`src/rtl/hood_pkg.sv`:
```
// rtl/hood_pkg.sv - shared state encodings, fan levels and seconds width for the hood scheduler
package hood_pkg;

    localparam int SEC_W = 8;

    typedef enum logic [2:0] {
        ST_OFF     = 3'd0,
        ST_STANDBY = 3'd1,
        ST_MENU    = 3'd2,
        ST_L1      = 3'd3,
        ST_L2      = 3'd4,
        ST_L3      = 3'd5,
        ST_L3_EXIT = 3'd6,
        ST_CLEAN   = 3'd7
    } mode_t;

    localparam logic [1:0] FAN_OFF  = 2'd0;
    localparam logic [1:0] FAN_LOW  = 2'd1;
    localparam logic [1:0] FAN_MID  = 2'd2;
    localparam logic [1:0] FAN_HIGH = 2'd3;

    function automatic logic [1:0] fan_of(mode_t m);
        case (m)
            ST_L1:               fan_of = FAN_LOW;
            ST_L2:               fan_of = FAN_MID;
            ST_L3, ST_L3_EXIT:   fan_of = FAN_HIGH;
            default:             fan_of = FAN_OFF;
        endcase
    endfunction

endpackage

```
`src/rtl/sec_countdown.sv`:
```
// rtl/sec_countdown.sv - prescaler plus seconds down-counter shared by all timed modes
module sec_countdown
    import hood_pkg::*;
#(
    parameter int TICKS_PER_SEC = 100_000_000
) (
    input  logic             clk,
    input  logic             reset,
    input  logic             clear,
    input  logic             load,
    input  logic [SEC_W-1:0] load_val,
    output logic [SEC_W-1:0] sec,
    output logic             expire
);

    localparam int PW = $clog2(TICKS_PER_SEC);

    logic [PW-1:0] pre;
    logic          tick;

    // expire is combinational so the owner can leave the state on the same edge
    assign tick   = (sec != '0) && (pre == PW'(TICKS_PER_SEC - 1));
    assign expire = tick && (sec == SEC_W'(1));

    always_ff @(posedge clk) begin
        if (reset || clear) begin
            pre <= '0;
            sec <= '0;
        end else if (load) begin
            pre <= '0;
            sec <= load_val;
        end else if (sec != '0) begin
            if (tick) begin
                pre <= '0;
                sec <= sec - SEC_W'(1);
            end else begin
                pre <= pre + PW'(1);
            end
        end
    end

endmodule

```
`src/rtl/hood_mode_scheduler.sv`:
```
// rtl/hood_mode_scheduler.sv - range-hood fan mode sequencer; self-clean built only with HOOD_SCHED_CLEAN_EN
module hood_mode_scheduler
    import hood_pkg::*;
#(
    parameter int TICKS_PER_SEC = 100_000_000,
    parameter int HURRICANE_SEC = 60,
    parameter int EXIT_SEC      = 60,
    parameter int CLEAN_SEC     = 180
) (
    input  logic             clk,
    input  logic             reset,
    input  logic             power_on,
    input  logic             menu_key,
    input  logic             lvl1_key,
    input  logic             lvl2_key,
    input  logic             lvl3_key,
    input  logic             clean_key,
    output logic [2:0]       mode,
    output logic [1:0]       fan_level,
    output logic             clean_active,
    output logic [SEC_W-1:0] sec_remaining,
    output logic             hurricane_used,
    output logic             clean_done
);

    mode_t            state;
    mode_t            nxt;
    logic             load;
    logic [SEC_W-1:0] load_val;
    logic             expire;
`ifdef HOOD_SCHED_CLEAN_EN
    logic             done_nxt;
`endif

    sec_countdown #(.TICKS_PER_SEC(TICKS_PER_SEC)) u_timer (
        .clk      (clk),
        .reset    (reset),
        .clear    (!power_on),
        .load     (load),
        .load_val (load_val),
        .sec      (sec_remaining),
        .expire   (expire)
    );

    always_comb begin
        nxt      = state;
        load     = 1'b0;
        load_val = '0;
`ifdef HOOD_SCHED_CLEAN_EN
        done_nxt = 1'b0;
`endif
        if (!power_on) begin
            nxt = ST_OFF;
        end else begin
            case (state)
                ST_OFF:     nxt = ST_STANDBY;
                ST_STANDBY: if (menu_key) nxt = ST_MENU;
                ST_MENU: begin
                    if (menu_key)      nxt = ST_STANDBY;
                    else if (lvl1_key) nxt = ST_L1;
                    else if (lvl2_key) nxt = ST_L2;
                    else if (lvl3_key && !hurricane_used) begin
                        nxt      = ST_L3;
                        load     = 1'b1;
                        load_val = SEC_W'(HURRICANE_SEC);
                    end
`ifdef HOOD_SCHED_CLEAN_EN
                    else if (clean_key) begin
                        nxt      = ST_CLEAN;
                        load     = 1'b1;
                        load_val = SEC_W'(CLEAN_SEC);
                    end
`endif
                end
                ST_L1: begin
                    if (menu_key)      nxt = ST_STANDBY;
                    else if (lvl2_key) nxt = ST_L2;
                end
                ST_L2: begin
                    if (menu_key)      nxt = ST_STANDBY;
                    else if (lvl1_key) nxt = ST_L1;
                end
                // expiry takes precedence over a simultaneous menu press
                ST_L3: begin
                    if (expire) nxt = ST_L2;
                    else if (menu_key) begin
                        nxt      = ST_L3_EXIT;
                        load     = 1'b1;
                        load_val = SEC_W'(EXIT_SEC);
                    end
                end
                ST_L3_EXIT: if (expire) nxt = ST_STANDBY;
`ifdef HOOD_SCHED_CLEAN_EN
                ST_CLEAN: begin
                    if (expire) begin
                        nxt      = ST_STANDBY;
                        done_nxt = 1'b1;
                    end
                end
`endif
                default:    nxt = ST_OFF;
            endcase
        end
    end

    always_ff @(posedge clk) begin
        if (reset) begin
            state          <= ST_OFF;
            fan_level      <= FAN_OFF;
            hurricane_used <= 1'b0;
        end else begin
            state     <= nxt;
            fan_level <= fan_of(nxt);
            if (!power_on)
                hurricane_used <= 1'b0;
            else if (state == ST_MENU && nxt == ST_L3)
                hurricane_used <= 1'b1;
        end
    end

`ifdef HOOD_SCHED_CLEAN_EN
    always_ff @(posedge clk) begin
        if (reset) begin
            clean_active <= 1'b0;
            clean_done   <= 1'b0;
        end else begin
            clean_active <= (nxt == ST_CLEAN);
            clean_done   <= done_nxt;
        end
    end
`else
    logic unused_clean;
    assign unused_clean = clean_key ^ CLEAN_SEC[0];
    assign clean_active = 1'b0;
    assign clean_done   = 1'b0;
`endif

    assign mode = state;

endmodule
```
`config.mk`:
```
export PLATFORM = sky130hd
export DESIGN_NAME = hood_mode_scheduler
export DESIGN_NICKNAME = d
export VERILOG_FILES = /design/src/rtl/hood_pkg.sv /design/src/rtl/sec_countdown.sv /design/src/rtl/hood_mode_scheduler.sv
export SDC_FILE = /design/constraint.sdc
export NUM_CORES = 1
export LEC_CHECK = 0
export CAP_MARGIN = 10
export CORE_ASPECT_RATIO = 1.4
export CORE_MARGIN = 1
export CORE_UTILIZATION = 56
export DETAILED_ROUTE_END_ITERATION = 6
export PLACE_DENSITY = 0.9
export REMOVE_ABC_BUFFERS = 1
export SYNTH_ARGS = -nofsm -noshare
export SYNTH_HDL_FRONTEND = slang
export SYNTH_SLANG_ARGS = --single-unit
```
`constraint.sdc`:
```
create_clock -name clk -period 2.5 [get_ports clk]
set_input_delay 0.625 -clock clk [delete_from_list [all_inputs] [get_ports clk]]
set_output_delay 0.625 -clock clk [all_outputs]
set_load 0.03 [all_outputs]
```
# [Word level (Yosys, flattened, before mapping)]
# Cells that the tools add are included.
[totals] wordCells=70 out_inout_bits=16 in_bits=8 regBits=41
[classes] n_eq_ne=12 n_mux=35 n_bitwise=1 addsub=2 n_reduce_logical=15
[op_table] operator="$mux W6" count=7
[op_table] operator="$mux W3" count=13
[op_table] operator="$add A27 B1 Y27 const B" count=1
[op_table] operator="$eq A27 B27 Y1 const B" count=1
[op_table] operator="$mux W27" count=1
[op_table] operator="$mux W8" count=3
[op_table] operator="$pmux W3 S7" count=1
[op_table] operator="$eq A3 B3 Y1 const B" count=6
[op_table] operator="$pmux W6 S2" count=1
[op_table] operator="$eq A3 B2 Y1 const B" count=3
[op_table] operator="$eq A8 B1 Y1 const B" count=1
[op_table] operator="$reduce_bool A8 Y1" count=1
[op_table] operator="$sub A8 B1 Y8 const B" count=1
[op_table] operator="$mux W1" count=7
[op_table] operator="$pmux W2 S3" count=1
[op_table] operator="$reduce_or A2 Y1" count=3
[op_table] operator="$logic_and A1 B1 Y1" count=4
[op_table] operator="$reduce_bool A2 Y1" count=2
[op_table] operator="$eq A3 B1 Y1 const B" count=1
[op_table] operator="$logic_not A3 Y1" count=1
[op_table] operator="$logic_not A1 Y1" count=2
[op_table] operator="$pmux W1 S2" count=1
[op_table] operator="$reduce_and A2 Y1" count=1
[op_table] operator="$logic_or A1 B1 Y1" count=1
[op_table] operator="$not A1 Y1" count=1

# [Logic depth before layout (Yosys ltp)]
[logic_depth] word_depth=11 ltp_mapped=9

# [Modules after synthesis]
# From an unflattened synthesis, not the netlist that was laid out.
[unflattened] hier_cells=264 area_unflattened_um2=2293.4
[modules_own_cells] mod="sec_countdown" seq_area_each_um2=700.7 instances=1 cells_each=209 area_each_um2=1795.5
[modules_own_cells] mod="hood_mode_scheduler" seq_area_each_um2=120.1 instances=1 cells_each=55 area_each_um2=498.0

# [Least setup slack after synthesis]
# OpenSTA, ideal clock, no wires.
[synth_path] path_kind="reg2reg" from="register u_timer.sec[3]" to="register u_timer.pre[2]" setup_ns=0.065 path_stages_with_launch=8 t_arrival_ns=2.146 n_path_buf=1 path_slack_ns=0.289 path_cell_list="dfxtp_1 > or4_4 > nor4_4 > nor4b_4 > o21ai_2 > or2_4 > buf_6 > nor2_1"
[synth_between] elab_chain_cells=7
[synth_rtl] element="from (decl)" line_no="sec_countdown.sv:12" source="output logic [SEC_W-1:0] sec,"
[synth_rtl] element="from (signal assigned)" line_no="sec_countdown.sv:31" source="sec <= load_val;"
[synth_rtl] element="from (signal assigned)" line_no="sec_countdown.sv:35" source="sec <= sec - SEC_W'(1);"
[synth_rtl] element="$reduce_bool A8 Y1" line_no="sec_countdown.sv:22, sec_countdown.sv:32"
[synth_rtl] element="$logic_and A1 B1 Y1" line_no="sec_countdown.sv:22" source="assign tick = (sec != '0) && (pre == PW'(TICKS_PER_SEC - 1));"
[synth_rtl] element="$logic_and A1 B1 Y1" line_no="sec_countdown.sv:23" source="assign expire = tick && (sec == SEC_W'(1));"
[synth_rtl] element="$mux W1" line_no="hood_mode_scheduler.sv:85" source="if (expire) nxt = ST_L2;"
[synth_rtl] element="$pmux W1 S2" line_no="hood_mode_scheduler.sv:55" source="case (state)"
[synth_rtl] element="$mux W1" line_no="hood_mode_scheduler.sv:52" source="if (!power_on) begin"
[synth_rtl] element="$reduce_or A2 Y1 (no source line)"
[synth_rtl] element="to (signal assigned)" line_no="sec_countdown.sv:37" source="pre <= pre + PW'(1);"
[synth_rtl] element="to (decl)" line_no="sec_countdown.sv:18" source="logic [PW-1:0] pre;"
# Parallel ways exist; a longest one is shown, timed or not.
# A chain may end at the register's enable or synchronous reset.

# [Worst setup path after layout]
[layout_path] from="register u_timer.sec[3]" to="register u_timer.pre[11]"
# Same word-level chain as after synthesis.

==> summary.txt <==
Avg Inst Size Synth -> 8.13 um2
Die H -> 76.6 um
Setup Fix Bufs, Post-CTS -> 0
Avg Vias per Cell -> 6.15
Syn Inst Count -> 274
Grt met1 use -> 24.1%
H-tree levels -> 2
DR DRC count -> 0
Synth top cells by count -> nor2_1, dfxtp_1, nand2_1
Most common flop cell mapped by yosys -> dfxtp_1
TritonCTS buffer count -> 5
CTS-repair resized insts -> 0
Tightest Pin Transition -> 556 ps
Synth-to-layout area growth -> 14.2%
Post-Synth Adder-Cell Area -> 1.69%
Number of global-route vias before repair -> 1902
Clock Pin Slew Worst Setup and Hold Paths -> 80 ps
R2R Setup Slk -> 170 ps
Crit-path max FO -> 20
First-pass GRT wire length -> 8.05 mm
Xor/xnor share of the synthesized area -> 10.2%
Critical R2R Capture -> u_timer.pre[11]
Initial DRC count -> 145
Final #Nets -> 301
Non-filler cells in the finished layout -> 333
Mapped Area -> 2230 um2
WHS -> 486 ps
Clk_lat worst skew -> 300 ps
Antenna-violating nets left -> 0
Synth Area in Compound Gates -> 10.9%
Synth area leaders -> dfxtp_1, nor2_1, xor2_1
Async S/R FF share, synth -> 0%
Global Route Usage Sum -> 23.4%
Site Rows -> 26
Met2 usage -> 43.6%
Critical Path RT -> 2730 ps
Clk sink count -> 41
Post-synth top area share -> 36.9%
DIE AREA -> 4240 um2
Synth cell types -> 49
Post-synthesis mux area share -> 0.899%
Total grt overflow -> 0
# setup viols final -> 0
Hold Path Depth -> 2
Clk root buf -> clkbuf_8
Simple-gate share of the synthesized area -> 34.5%
Placed cells -> 325
Worst Clk Skew -> 3.03 ps
DP Area -> 2420 um2
Initial Utilization -> 59.5%
Die Wd -> 55.3 um
Seq/Total Area, Yosys -> 36.9%
Routed length per instance -> 14.3 um
Pins Over Slew Limit -> 0
Finished Core Util -> 68.0%
Worst hold path type -> reg2reg
Pwr dens -> 499 nW/um2
DRT Wirelength -> 4.78 mm
Diodes inserted -> 0
RSZ-0062 raised after global routing -> no
Combinational family with the most area after synthesis -> simple AND/OR/NAND/NOR gates
Drt pass-1 iters -> 4
Post-Layout Inst Area -> 2540 um2
Most common cell in the netlist -> nor2_1
CTS tree -> done
Seq cells post-synth -> 41
Worst EP arrival -> 2570 ps
Final period util -> 93.4%
Hold Startpoint -> hurricane_used
GRT Max-Usage Layer -> met2
IO Port Bufs -> 20
Routability cong. -> 0.885
Cells on worst reg2reg path -> 6
Max-Cap Viols -> 0
Largest net degree at the start of global routing -> 21
I/O pin cnt -> 24
Hold path endpoint -> hurricane_used
YS warnings -> 0
Synth area leader -> dfxtp_1
Met3 GRT Util -> 5.60%
Critical path startpoint category -> register
Routed vias -> 2047
Hold Vio Cnt, Final -> 0
Cts hold-fix bufs -> 0
Setup TNS -> 0 ps
Slew headroom -> 62.6%
Reg-to-Reg Start -> u_timer.sec[3]
Share of layout cells above drive strength 1 -> 6.87%
CP Class -> reg2reg
Longest Clk Path Bufs -> 2
CP Capture Type -> register
Leak pwr -> 0.820 nW
Number of synthesized flops with an enable pin -> 0
Post-layout min period -> 2330 ps
Core area -> 3740 um2
DPL Wire Length -> 3.40 mm
Peak Freq -> 428 MHz
Worst VDD drop -> 681 uV
Outcome -> completed
Antenna violations before repair -> 0
==> logic make-up (layout without fill, tap and decap cells) <==
logic type | count (synthesis) | in the layout
buffers and inverters | 22 | 38
xor gates and xnor gates | 26 | 26
AOI/OAI and AO/OA | 40 | 40
and+or+nand+nor | 139 | 139
muxes | 2 | 2
adders and majority gates | 3 | 3
other | 1 | 2
DFF | 41 | 41
==> layer usage <==
metal / wire length, um / part of all wire, % / vias up
li1: - / - / 992
met1: 1910 / 40 / 962
met2: 2520 / 53 / 79
met3: 235 / 4.9 / 14
met4: 117 / 2.4 / 0
met5: 0 / 0 / -
==> metrics by stage <==
stage	setup slack, ps	total power, mW
finish	166	1.27
global route	36.9	1.31
CTS	187	1.27
detailed placement	211	0.728
global placement	261	0.728
floorplan	-241	0.705
==> flip-flops by register name, indices dropped and copies added, names as in the netlist <==
| register | flops |
|---|---|
| mode | 3 |
| u_timer.sec | 8 |
| hurricane_used | 1 |
| fan_level | 2 |
| u_timer.pre | 27 |
==> worst max-delay path, stage by stage, from the launching register on <==
cell and delay (ps):
dfxtp_1 370, or4_4 610, o31ai_1 530, nor4_1 90, buf_4 200, or2_4 330
nor2_1 140
==> worst max-delay path by stage <==
stage          cells past startpoint  slack [ps]               to           start
5_1_grt                            6          40  u_timer.pre[19]  u_timer.sec[3]
2_1_floorplan                      8        -240   u_timer.sec[6]  u_timer.sec[0]
6_report                           6         170  u_timer.pre[11]  u_timer.sec[3]
3_5_place_dp                       6         210  u_timer.pre[11]  u_timer.sec[3]
3_3_place_gp                       7         260     fan_level[0]        menu_key
4_1_cts                            6         190   u_timer.pre[4]  u_timer.sec[3]
==> cell type report <==
class,count,area (um2)
Inverter,8,30.0
Clock buffer,6,82.6
Multi-Input combinational cell,212,1300
Timing Repair Buffer,22,215
Clock inverter,2,37.5
Tap cell,42,52.6
Fill cell,298,1200
Sequential cell,41,821
==> power breakdown <==
part	internal, mW	switching [mW]
sequential	0.654	0.00406
clock	0.324	0.230
combinational	0.0232	0.0329
total	1.00	0.267
==> placed cells by master (no fill, tap or decap), types with 3 or more instances in the layout <==
cell	count
a21oi_1	9
a31oi_1	10
and3_1	4
clkbuf_8	6
clkdlybuf4s50_1	20
dfxtp_1	41
ha_1	3
inv_1	8
nand2_1	18
nand2b_1	5
nand3_1	12
nand4_1	10
nand4b_1	3
nor2_1	43
nor2b_1	5
nor3_1	10
nor4_1	7
nor4bb_1	3
o21ai_0	11
or2_2	4
xnor2_1	12
xor2_1	14
(Power assumes the default switching activity.)
